===== config.mk =====
export PLATFORM = sky130hd
export DESIGN_NAME = bus_slave_port
export DESIGN_NICKNAME = d
export VERILOG_FILES = /design/src/rtl/bus_pkg.sv /design/src/rtl/serial_shift_rx.sv /design/src/rtl/bus_slave_port.sv
export SDC_FILE = /design/constraint.sdc
export NUM_CORES = 1
export LEC_CHECK = 0
export ABC_AREA = 1
export BUFFER_PORTS_ARGS = -buffer_cell sky130_fd_sc_hd__buf_4
export CAP_MARGIN = 25
export CELL_PAD_IN_SITES_DETAIL_PLACEMENT = 0
export CELL_PAD_IN_SITES_GLOBAL_PLACEMENT = 1
export CORE_MARGIN = 1.5
export CORE_UTILIZATION = 30
export CTS_CLUSTER_DIAMETER = 100
export CTS_CLUSTER_SIZE = 14
export DETAILED_ROUTE_END_ITERATION = 10
export PLACE_DENSITY_LB_ADDON = 0.1
export REMOVE_ABC_BUFFERS = 1
export SLEW_MARGIN = 5
export SYNTH_ARGS = -nofsm -noshare
export SYNTH_HDL_FRONTEND = slang
export SYNTH_SLANG_ARGS = --single-unit

===== constraint.sdc =====
create_clock -name clk -period 2.11 [get_ports clk]
set_input_delay 0.1055 -clock clk [delete_from_list [all_inputs] [get_ports clk]]
set_output_delay 0.1055 -clock clk [all_outputs]
set_load 0.02 [all_outputs]

===== src/rtl/bus_pkg.sv =====
// Shared bus definitions: field widths, transfer mode encoding and slave FSM states.
// Used by the masters, the interconnect and the slave port.
package bus_pkg;

  localparam int unsigned ADDR_LEN  = 12;
  localparam int unsigned DATA_LEN  = 8;
  localparam int unsigned BURST_LEN = 12;

  localparam logic MODE_READ  = 1'b0;
  localparam logic MODE_WRITE = 1'b1;

  typedef enum logic [3:0] {
    StIdle,
    StRxAddr,
    StRxBurst,
    StRxData,
    StMemWrite,
    StReadReq,
    StReadWait,
    StTxData,
    StDone
  } slave_state_e;

  function automatic int unsigned max3(input int unsigned a, input int unsigned b,
                                       input int unsigned c);
    int unsigned m;
    m = (a > b) ? a : b;
    return (m > c) ? m : c;
  endfunction

endpackage


===== src/rtl/serial_shift_rx.sv =====
// LSB-first serial-in/parallel-out register with a bit counter; the field width is
// supplied per field so one instance can assemble address, burst and data in turn.
module serial_shift_rx #(
  parameter int unsigned MaxWidth = 12,
  parameter int unsigned CntW     = $clog2(MaxWidth + 1)
) (
  input  logic                clk,
  input  logic                reset,
  input  logic                clear,
  input  logic [CntW-1:0]     width,
  input  logic                bit_valid,
  input  logic                bit_in,
  output logic [MaxWidth-1:0] word,
  output logic                full
);

  logic [MaxWidth-1:0] data_q;
  logic [CntW-1:0]     cnt_q;

  // word already includes the bit arriving this cycle, so the field is usable as full rises
  always_comb begin
    word = data_q | (MaxWidth'(bit_valid & bit_in) << cnt_q);
    full = bit_valid && ((cnt_q + CntW'(1)) == width);
  end

  always_ff @(posedge clk) begin
    if (reset || clear) begin
      data_q <= '0;
      cnt_q  <= '0;
    end else if (bit_valid) begin
      data_q <= word;
      cnt_q  <= cnt_q + CntW'(1);
    end
  end

endmodule


===== src/rtl/bus_slave_port.sv =====
// Serial bus slave: receives address/burst/data bit-serially and performs word
// accesses on a registered block RAM, serialising read data back to the master.
module bus_slave_port
  import bus_pkg::*;
#(
  parameter int unsigned AddrLen  = ADDR_LEN,
  parameter int unsigned DataLen  = DATA_LEN,
  parameter int unsigned BurstLen = BURST_LEN
) (
  input  logic               clk,
  input  logic               reset,
  input  logic               slave_select,
  input  logic               mode,
  input  logic               m_valid,
  input  logic               m_data,
  output logic               s_valid,
  output logic               s_data,
  output logic               s_ready,
  output logic               s_done,
  output logic [AddrLen-1:0] mem_addr,
  output logic [DataLen-1:0] mem_wdata,
  output logic               mem_we,
  input  logic [DataLen-1:0] mem_rdata
);

  localparam int unsigned FieldW = max3(AddrLen, BurstLen, DataLen);
  localparam int unsigned CntW   = $clog2(FieldW + 1);
  localparam int unsigned TxCntW = $clog2(DataLen + 1);

  slave_state_e        state_q, state_d;
  logic [AddrLen-1:0]  addr_q, addr_d;
  logic [BurstLen-1:0] cnt_q, cnt_d;
  logic                mode_q, mode_d;
  logic [DataLen-1:0]  tx_q, tx_d;
  logic [TxCntW-1:0]   tx_cnt_q, tx_cnt_d;
  logic                s_data_d;
  logic [AddrLen-1:0]  mem_addr_d;
  logic [DataLen-1:0]  mem_wdata_d;
  logic                mem_we_d;

  logic              abort, start, rx_state;
  logic              shift_valid, shift_clear, shift_full;
  logic [CntW-1:0]   field_width;
  logic [FieldW-1:0] shift_word;

  assign abort    = (state_q != StIdle) && !slave_select;
  assign start    = (state_q == StIdle) && slave_select && m_valid;
  assign rx_state = (state_q == StRxAddr) || (state_q == StRxBurst) || (state_q == StRxData);

  // The start bit is address bit 0, so the shifter already runs in the IDLE start cycle
  assign shift_valid = m_valid && !abort && (rx_state || start);
  assign shift_clear = abort || shift_full || !(rx_state || start);

  always_comb begin
    case (state_q)
      StRxBurst: field_width = CntW'(BurstLen);
      StRxData:  field_width = CntW'(DataLen);
      default:   field_width = CntW'(AddrLen);
    endcase
  end

  serial_shift_rx #(
    .MaxWidth (FieldW),
    .CntW     (CntW)
  ) u_shift_rx (
    .clk       (clk),
    .reset     (reset),
    .clear     (shift_clear),
    .width     (field_width),
    .bit_valid (shift_valid),
    .bit_in    (m_data),
    .word      (shift_word),
    .full      (shift_full)
  );

  always_comb begin
    state_d     = state_q;
    addr_d      = addr_q;
    cnt_d       = cnt_q;
    mode_d      = mode_q;
    tx_d        = tx_q;
    tx_cnt_d    = tx_cnt_q;
    s_data_d    = 1'b0;
    mem_addr_d  = mem_addr;
    mem_wdata_d = mem_wdata;
    mem_we_d    = 1'b0;

    case (state_q)
      StIdle: begin
        if (start) begin
          mode_d  = mode;
          state_d = StRxAddr;
        end
      end
      StRxAddr: begin
        if (shift_full) begin
          addr_d  = shift_word[AddrLen-1:0];
          state_d = StRxBurst;
        end
      end
      StRxBurst: begin
        if (shift_full) begin
          cnt_d = (shift_word[BurstLen-1:0] == '0) ? BurstLen'(1) : shift_word[BurstLen-1:0];
          if (mode_q == MODE_WRITE) begin
            state_d = StRxData;
          end else begin
            mem_addr_d = addr_q;
            state_d    = StReadReq;
          end
        end
      end
      StRxData: begin
        if (shift_full) begin
          mem_we_d    = 1'b1;
          mem_addr_d  = addr_q;
          mem_wdata_d = shift_word[DataLen-1:0];
          state_d     = StMemWrite;
        end
      end
      StMemWrite: begin
        addr_d  = addr_q + AddrLen'(1);
        cnt_d   = cnt_q - BurstLen'(1);
        state_d = (cnt_q == BurstLen'(1)) ? StDone : StRxData;
      end
      StReadReq: state_d = StReadWait;
      StReadWait: begin
        s_data_d = mem_rdata[0];
        tx_d     = mem_rdata >> 1;
        tx_cnt_d = '0;
        state_d  = StTxData;
      end
      StTxData: begin
        if (tx_cnt_q == TxCntW'(DataLen - 1)) begin
          addr_d = addr_q + AddrLen'(1);
          cnt_d  = cnt_q - BurstLen'(1);
          if (cnt_q == BurstLen'(1)) begin
            state_d = StDone;
          end else begin
            mem_addr_d = addr_q + AddrLen'(1);
            state_d    = StReadReq;
          end
        end else begin
          s_data_d = tx_q[0];
          tx_d     = tx_q >> 1;
          tx_cnt_d = tx_cnt_q + TxCntW'(1);
        end
      end
      StDone:  state_d = StIdle;
      default: state_d = StIdle;
    endcase

    if (abort) begin
      state_d  = StIdle;
      mem_we_d = 1'b0;
      s_data_d = 1'b0;
    end
  end

  always_ff @(posedge clk) begin
    if (reset) begin
      state_q   <= StIdle;
      addr_q    <= '0;
      cnt_q     <= '0;
      mode_q    <= MODE_READ;
      tx_q      <= '0;
      tx_cnt_q  <= '0;
      s_valid   <= 1'b0;
      s_data    <= 1'b0;
      s_ready   <= 1'b1;
      s_done    <= 1'b0;
      mem_addr  <= '0;
      mem_wdata <= '0;
      mem_we    <= 1'b0;
    end else begin
      state_q   <= state_d;
      addr_q    <= addr_d;
      cnt_q     <= cnt_d;
      mode_q    <= mode_d;
      tx_q      <= tx_d;
      tx_cnt_q  <= tx_cnt_d;
      s_valid   <= (state_d == StTxData);
      s_data    <= s_data_d;
      s_ready   <= (state_d == StIdle);
      s_done    <= (state_d == StDone);
      mem_addr  <= mem_addr_d;
      mem_wdata <= mem_wdata_d;
      mem_we    <= mem_we_d;
    end
  end

endmodule

======== After elaboration in Yosys (flattened, before gate mapping) ========
Index checks and enable logic that the tools add are counted.
cells by class
  add/subtract/negate cells ............... 4
  equal/unequal tests ..................... 19
  shifts and indexed selects .............. 1
  muxes and demuxes ....................... 31
  bitwise logic cells ..................... 3
  reductions and logical operators ........ 31
operators with widths
  cell                     number
  $mux W12                 10
  $pmux W12 S3             3
  $mux W4                  9
  $pmux W4 S8              1
  $eq A4 B3 Y1 const B     6
  $pmux W8 S2              1
  $ne A2 B2 Y1 const B     7
  $add A12 B1 Y12 const B  1
  $eq A12 B1 Y1 const B    1
  $logic_not A12 Y1        1
  $or A12 B12 Y12          1
  $shl A12 B4 Y12          1
  $sub A12 B1 Y12 const B  1
  $reduce_bool A3 Y1       3
  $add A4 B1 Y4 const B    2
  $eq A4 B2 Y1 const B     2
  $logic_not A4 Y1         2
  $mux W8                  1
  $pmux W4 S2              1
  $logic_and A1 B1 Y1      6
  $logic_or A1 B1 Y1       6
  $mux W3                  2
  $reduce_and A2 Y1        3
  $reduce_and A3 Y1        2
  13 further kinds         16
storage, ports and cells
  register bits ........................... 82
  bits of input ports ..................... 14
  output and inout port bits .............. 25
  logic and storage cells ................. 104

======== Depth between registers and ports, before layout ========
Gate-level depths: netlist of run 1.
  word-level depth ........................ 12
  depth in mapped cells ................... 14
  mapped depth without buffers ............ 14

======== By module ========
Synthesis of run 1 repeated with hierarchy kept, for this count alone.
unflattened totals
  cells, all modules ...................... 643
  area, all modules ....................... 4286.6 um^2
by module, submodules not included
  module           instances  cells each  area an instance (um^2)  seq. area each (um^2)
  bus_slave_port   1          523         3452.1                   1301.2
  serial_shift_rx  1          120         834.6                    320.3

======== Least setup slack after synthesis of run 1 ========
No wires, ideal clock.
  path kind ............................... reg-to-reg
  start point ............................. register u_shift_rx.cnt_q[1]
  end point ............................... register addr_q[7]
  setup time .............................. 0.119 ns
  data arrival time ....................... 1.641 ns
  data required time ...................... 1.991 ns
  path slack .............................. 0.349 ns
  cell stages (with the launch flop) ...... 12
  clock period less this slack ............ 1.761 ns
  cell sequence ........................... dfxtp_1 > ha_1 > xor2_1 > nand2_1 > nand3_1 > nor2_4 > nor2_1 > nor3_2 > buf_4 > inv_2 > o21ai_0 > a21oi_1
between the ends
  longest elaborated chain between the ends .. 5
ends and longest elaborated chain
  item                                line                   RTL
  start, declared                     serial_shift_rx.sv:18  logic [CntW-1:0] cnt_q;
  start signal, assigned              serial_shift_rx.sv:32  cnt_q <= cnt_q + CntW'(1);
  $add A4 B1 Y4                       serial_shift_rx.sv:23  full = bit_valid && ((cnt_q + CntW'(1)) == width);
  $eq A4 B4 Y1                        serial_shift_rx.sv:23
  $logic_and A1 B1 Y1                 serial_shift_rx.sv:23
  $ne A2 B2 Y1 (no source line)       n/a
  $reduce_and A3 Y1 (no source line)  n/a
  end signal, assigned                bus_slave_port.sv:176  addr_q <= addr_d;
  end, declared                       bus_slave_port.sv:31   logic [AddrLen-1:0] addr_q, addr_d;
Parallel ways exist; a longest one is shown, timed or not. The select of a mux whose other input is x is not followed.
A chain may end at the register's enable or synchronous reset.

======== Worst setup path in the final report of run 1 ========
  start point ............................. register u_shift_rx.cnt_q[0]
  end point ............................... register addr_q[5]
The elaborated chain is that of the path after synthesis.

==> impl_metrics.json, run 1 <==
{
  "outcome": "complete, no violations",
  "synth_top_family_by_area": "simple AND/OR/NAND/NOR gates",
  "fin_cells": 825,
  "cts_hold_buffers": 0,
  "fin_nets": 664,
  "pin_count": 39,
  "max_stage_delay_ns": 0.35,
  "totalWireLength_um": 10800,
  "cp_slowest_cell": "dfxtp_2",
  "maxSlewHeadroom_pct": 74.6,
  "vias_per_cell": 4.60,
  "synth_edf_count": 0,
  "synthMuxAreaShare_pct": 0.245,
  "min_period_ns": 1.93,
  "placed_cell_area_um2": 4610,
  "clk_pin_slew_ns": 0.06,
  "period_share_pct": 91.6,
  "hold_viol": 0,
  "synthAdderAreaFrac_pct": 1.84,
  "yosysWarnings": 0,
  "p_per_area_nw_per_um2": 671,
  "syn_inst": 591,
  "endpoint_kind": "register",
  "grt_remaining_overflow": 0,
  "max_cap_viol_count": 0,
  "grt_pass1_wl_um": 17600,
  "n_antenna_cell": 0,
  "row_count": 42,
  "num_vias": 3799,
  "leakage_nw": 2.22,
  "clk_latency_ns": 0.34,
  "dr.pass1.iters": 5,
  "clock-root-buffer": "clkbuf_16",
  "routabilityCongestion": 0.865,
  "ant_nets": 0,
  "synth_area_per_cell_um2": 6.92,
  "io_buffers": 38,
  "ys_ff_latch": 81,
  "cts_tree": "built",
  "drive_gt1_share_pct": 17.1,
  "remaining_drc_errors": 0,
  "h-tree-depth": 3,
  "die_y_um": 120,
  "synth-compound-area-share_pct": 18.5,
  "synthDistinctLibCells": 36,
  "skew_ns": 0.00382,
  "synthDominantCellAreaShare_pct": 39.7,
  "holdWs_ns": 0.00870,
  "worst_ep_arrival_time_ns": 2.20,
  "ys_seq_area_share_pct": 39.7,
  "dpl.hpwl_um": 7780,
  "grt_pass1_vias": 3621,
  "worst_slew_pin_slew_ns": 0.381,
  "fp.dieW_um": 120,
  "path_buf_inv": 2,
  "yosysTopAreaCell": "dfxtp_1",
  "yosys.area_share.simple_pct": 25.3,
  "syn2layout_area_growth_pct": 22.9,
  "vdd_ir_drop_max_mv": 0.311,
  "hold_class": "in -> reg",
  "dieArea_um2": 14300,
  "ys.flop_type": "dfxtp_1",
  "initial_core_util_pct": 30.7,
  "dp.cells": 799,
  "worstPathRequired_ns": 2.38,
  "fmax_ghz": 0.518,
  "grt_max_degree": 30,
  "clkSinkCount": 81,
  "grtUsageTotal_pct": 15.6,
  "synth_xor_area_share_pct": 3.64,
  "drt-wirelength-per-cell_um": 13.1,
  "antenna_found_initial": 0,
  "core_area_um2": 13300,
  "crit_family": "simple AND/OR/NAND/NOR gates",
  "cp-start-kind": "register",
  "drtIter0Drc": 197,
  "path_cells": "ha_2, xor2_1, nand2_1, nand3_2, nor2_4, nor2_1, nor3_2, buf_6, clkbuf_4, o21ai_0, a31oi_1",
  "yosys-top-cells-area": "dfxtp_1 40%, nand2_1 9.9%, o21ai_0 8.4%, inv_1 7.0%, nor2_1 6.8%",
  "clk_path_buf_depth": 2,
  "cts_made_buffers": 9,
  "synthArstFlopShare_pct": 0,
  "critPathKind": "reg -> reg",
  "slew_violations": 0,
  "path_max_fanout": 6,
  "setup_violations": 0,
  "synth_area_um2": 4090,
  "fin_area_um2": 5020
}
## power by group
| group | switching (W) | internal (W) |
|---|---|---|
| Combinational | 0.000125 | 0.0000871 |
| Sequential | 0.0000216 | 0.00155 |
| Clock | 0.000641 | 0.000940 |
## cells in the final DEF (no fill, tap or decap), types with 5 or more instances in the layout
cell / n
a31oi_1: 22
nand4_1: 8
ha_1: 5
xor2_1: 14
o21ai_0: 65
inv_2: 7
nand3_1: 20
dfxtp_1: 79
clkbuf_16: 9
nor3_1: 10
nor2_1: 73
nand2_1: 107
buf_4: 60
a21oi_1: 45
inv_1: 75
## routing by layer
metal | GRT usage [%] | part of all wire (%) | up-vias
met5 | 0 | 0 | -
met4 | 7.44 | 1.6 | 0
met3 | 2.61 | 3.1 | 12
met2 | 23.9 | 45 | 62
met1 | 21.3 | 50 | 1699
li1 | - | - | 2026
## per-stage QoR
| stage | total power, W | worst slack (ns) | util (%) | TNS, ns |
|---|---|---|---|---|
| 2_1_floorplan | 0.00173 | -0.574 | - | -6.30 |
| 3_3_place_gp | 0.00181 | 0.0663 | 34.7 | 0 |
| 3_5_place_dp | 0.00181 | 0.0562 | 34.7 | 0 |
| 4_1_cts | 0.00341 | 0.0177 | 36.9 | 0 |
| 5_1_grt | 0.00352 | -0.00115 | 37.8 | -0.00115 |
| 6_report | 0.00337 | 0.178 | 37.8 | 0 |
## cell type report
cell class              count  area, um2
flip-flops and latches     81       1620
well taps                 176        220
repair inverters            1       7.51
inverters                  84        324
multi-input cells         403       2050
clock inverters             6       57.6
repair buffers             64        497
fillers                  1451       8270
clock buffers              10        239
## final timing paths
path / slack, ns / from / end / cells past startpoint
setup / recovery: 0.18 / u_shift_rx.cnt_q[0] / addr_q[5] / 11
hold / removal: 0.009 / reset / tx_q[6] / 2
setup reg to reg: 0.18 / u_shift_rx.cnt_q[0] / addr_q[5] / 11
hold reg to reg: 0.45 / u_shift_rx.data_q[11] / u_shift_rx.data_q[11] / 2
## flip-flops by register name, indices dropped and copies added, names as in the netlist, 4 cells and up
register	cells
addr_q	12
cnt_q	12
mem_addr	12
mem_wdata	8
state_q	4
tx_cnt_q	4
tx_q	7
u_shift_rx.cnt_q	4
u_shift_rx.data_q	12
## cells by family after synthesis
logic type,after synthesis
AND/OR/NAND/NOR,237
multiplexers,1
adder cells (fa/ha/maj),6
buffers and inverters,107
XOR/XNOR,17
AO/OA/AOI/OAI,142
flip-flops,81
## Yosys cell counts (7+ instances only)
cell	count
a21oi_1	45
a31oi_1	22
clkbuf_1	9
dfxtp_1	81
inv_1	76
inv_2	7
nand2_1	108
nand3_1	21
nand4_1	8
nor2_1	74
nor3_1	12
o21ai_0	69
xor2_1	14
## timing repair
item | 4_1_cts | 5_1_grt
resized for setup | 0 | 20
buffers inserted | 0 | 8
endpoints found under the setup margin | 0 | 23
(Power assumes the default switching activity.)
==> run 2: changes to the inputs <==
Settings changed: CORE_ASPECT_RATIO set to 1.2.
==> run 2 against run 1 <==
Net effect: critical path depth unchanged; first-iteration DRC count decreased by 6.6%; global-route usage increased by 0.37 points; final area increased by 1.0%; combinational power increased by 8%; die area about the same; via count increased by 0.34%; critical path type unchanged.
==> impl_metrics.json, run 2 (synthesized netlist as in run 1, its figures left out) <==
{
  "die_y_um": 131,
  "period_share_pct": 92.9,
  "h-tree-depth": 3,
  "leakage_nw": 2.21,
  "io_buffers": 38,
  "ant_nets": 0,
  "endpoint_kind": "register",
  "worst_ep_arrival_time_ns": 2.23,
  "dieArea_um2": 14300,
  "grt_pass1_wl_um": 17600,
  "antenna_found_initial": 0,
  "syn2layout_area_growth_pct": 24.2,
  "totalWireLength_um": 10700,
  "layout_commonest_cell": "nand2_1",
  "num_vias": 3812,
  "hold_viol": 0,
  "max_cap_viol_count": 0,
  "cts_hold_buffers": 0,
  "grt_max_degree": 53,
  "dr.pass1.iters": 4,
  "critPathKind": "reg -> reg",
  "layout_common_cells": "107 x nand2_1, 78 x dfxtp_1, 74 x inv_1",
  "cts_made_buffers": 9,
  "min_period_ns": 1.96,
  "routabilityCongestion": 0.821,
  "holdWs_ns": 0.00625,
  "clock-root-buffer": "clkbuf_16",
  "grt_remaining_overflow": 0,
  "clk_latency_ns": 0.34,
  "worst_slew_pin_slew_ns": 0.516,
  "dp.cells": 790,
  "pin_count": 39,
  "n_antenna_cell": 0,
  "clk_path_buf_depth": 2,
  "initial_core_util_pct": 30.9,
  "vdd_ir_drop_max_mv": 0.274,
  "maxSlewHeadroom_pct": 65.6,
  "cp-start-kind": "register",
  "slew_violations": 0,
  "cts_tree": "built",
  "drive_gt1_share_pct": 17.0,
  "vias_per_cell": 4.68,
  "fin_cells": 815,
  "grt_pass1_vias": 3575,
  "fp.dieW_um": 110,
  "outcome": "complete, no violations",
  "path_max_fanout": 6,
  "row_count": 46,
  "dpl.hpwl_um": 7590,
  "drt-wirelength-per-cell_um": 13.1,
  "grtUsageTotal_pct": 16.0,
  "skew_ns": 0.00674,
  "p_per_area_nw_per_um2": 699,
  "fin_nets": 662,
  "drtIter0Drc": 184,
  "core_area_um2": 13200,
  "worstPathRequired_ns": 2.38,
  "fmax_ghz": 0.510,
  "utilization_pct": 38.3,
  "clkSinkCount": 81,
  "setup_violations": 0,
  "hold_class": "in -> reg",
  "remaining_drc_errors": 0,
  "clk_pin_slew_ns": 0.06
}
run 2: layer usage:
metal  global-route usage, %  routed length (um)
met1                    20.3                5090
met2                    26.5                5120
met3                    2.58                 295
met4                    7.18                 183
met5                       0                   0
run 2: timing repair:
item | 4_1_cts | 5_1_grt
gates resized for setup | 0 | 15
setup endpoints to repair | 0 | 18
setup buffers | 0 | 7
run 2: path summary, 6_finish.rpt:
path                                            from                   end  slack [ns]  depth (start not counted)
worst max-delay path             u_shift_rx.cnt_q[0]            addr_q[11]        0.15                         11
worst max register to register   u_shift_rx.cnt_q[0]            addr_q[11]        0.15                         11
worst min-delay path                    mem_rdata[0]                s_data       0.006                          3
worst min register to register  u_shift_rx.data_q[9]  u_shift_rx.data_q[9]        0.45                          2
run 2: area by class of cell:
class	count	area (um2)
clock buffer	12	256
clock inverter	4	73.8
fill	1435	8160
inverter	84	324
multi-input combinational	403	2050
sequential	81	1630
tap	168	210
timing repair buffer	63	533
run 2: per-stage QoR:
step	setup WS [ns]	total power (W)	area, um2	setup TNS (ns)
2_1_floorplan	-0.574	0.00173	3970	-6.30
3_3_place_gp	0.164	0.00181	4610	0
3_5_place_dp	0.0930	0.00181	4610	0
4_1_cts	0.0837	0.00358	4940	0
5_1_grt	-0.0240	0.00370	5080	-0.0304
6_report	0.150	0.00355	5080	0
run 2: worst max-delay path, stage by stage (launching register included):
cell and delay (ns):
dfxtp_2 0.35, ha_2 0.20, xor2_1 0.15, nand2_1 0.07, nand3_1 0.10, nor2_4 0.23
nor2_2 0.08, nor3_4 0.17, buf_4 0.17, clkbuf_16 0.14, o21ai_0 0.07, a31oi_1 0.16
run 2: report_power, final:
group / switching [W] / internal (W) / total [W]
clock: 0.000640 / 0.00110 / 0.00174
sequential: 0.0000214 / 0.00155 / 0.00158
combinational: 0.000130 / 0.0000993 / 0.000229
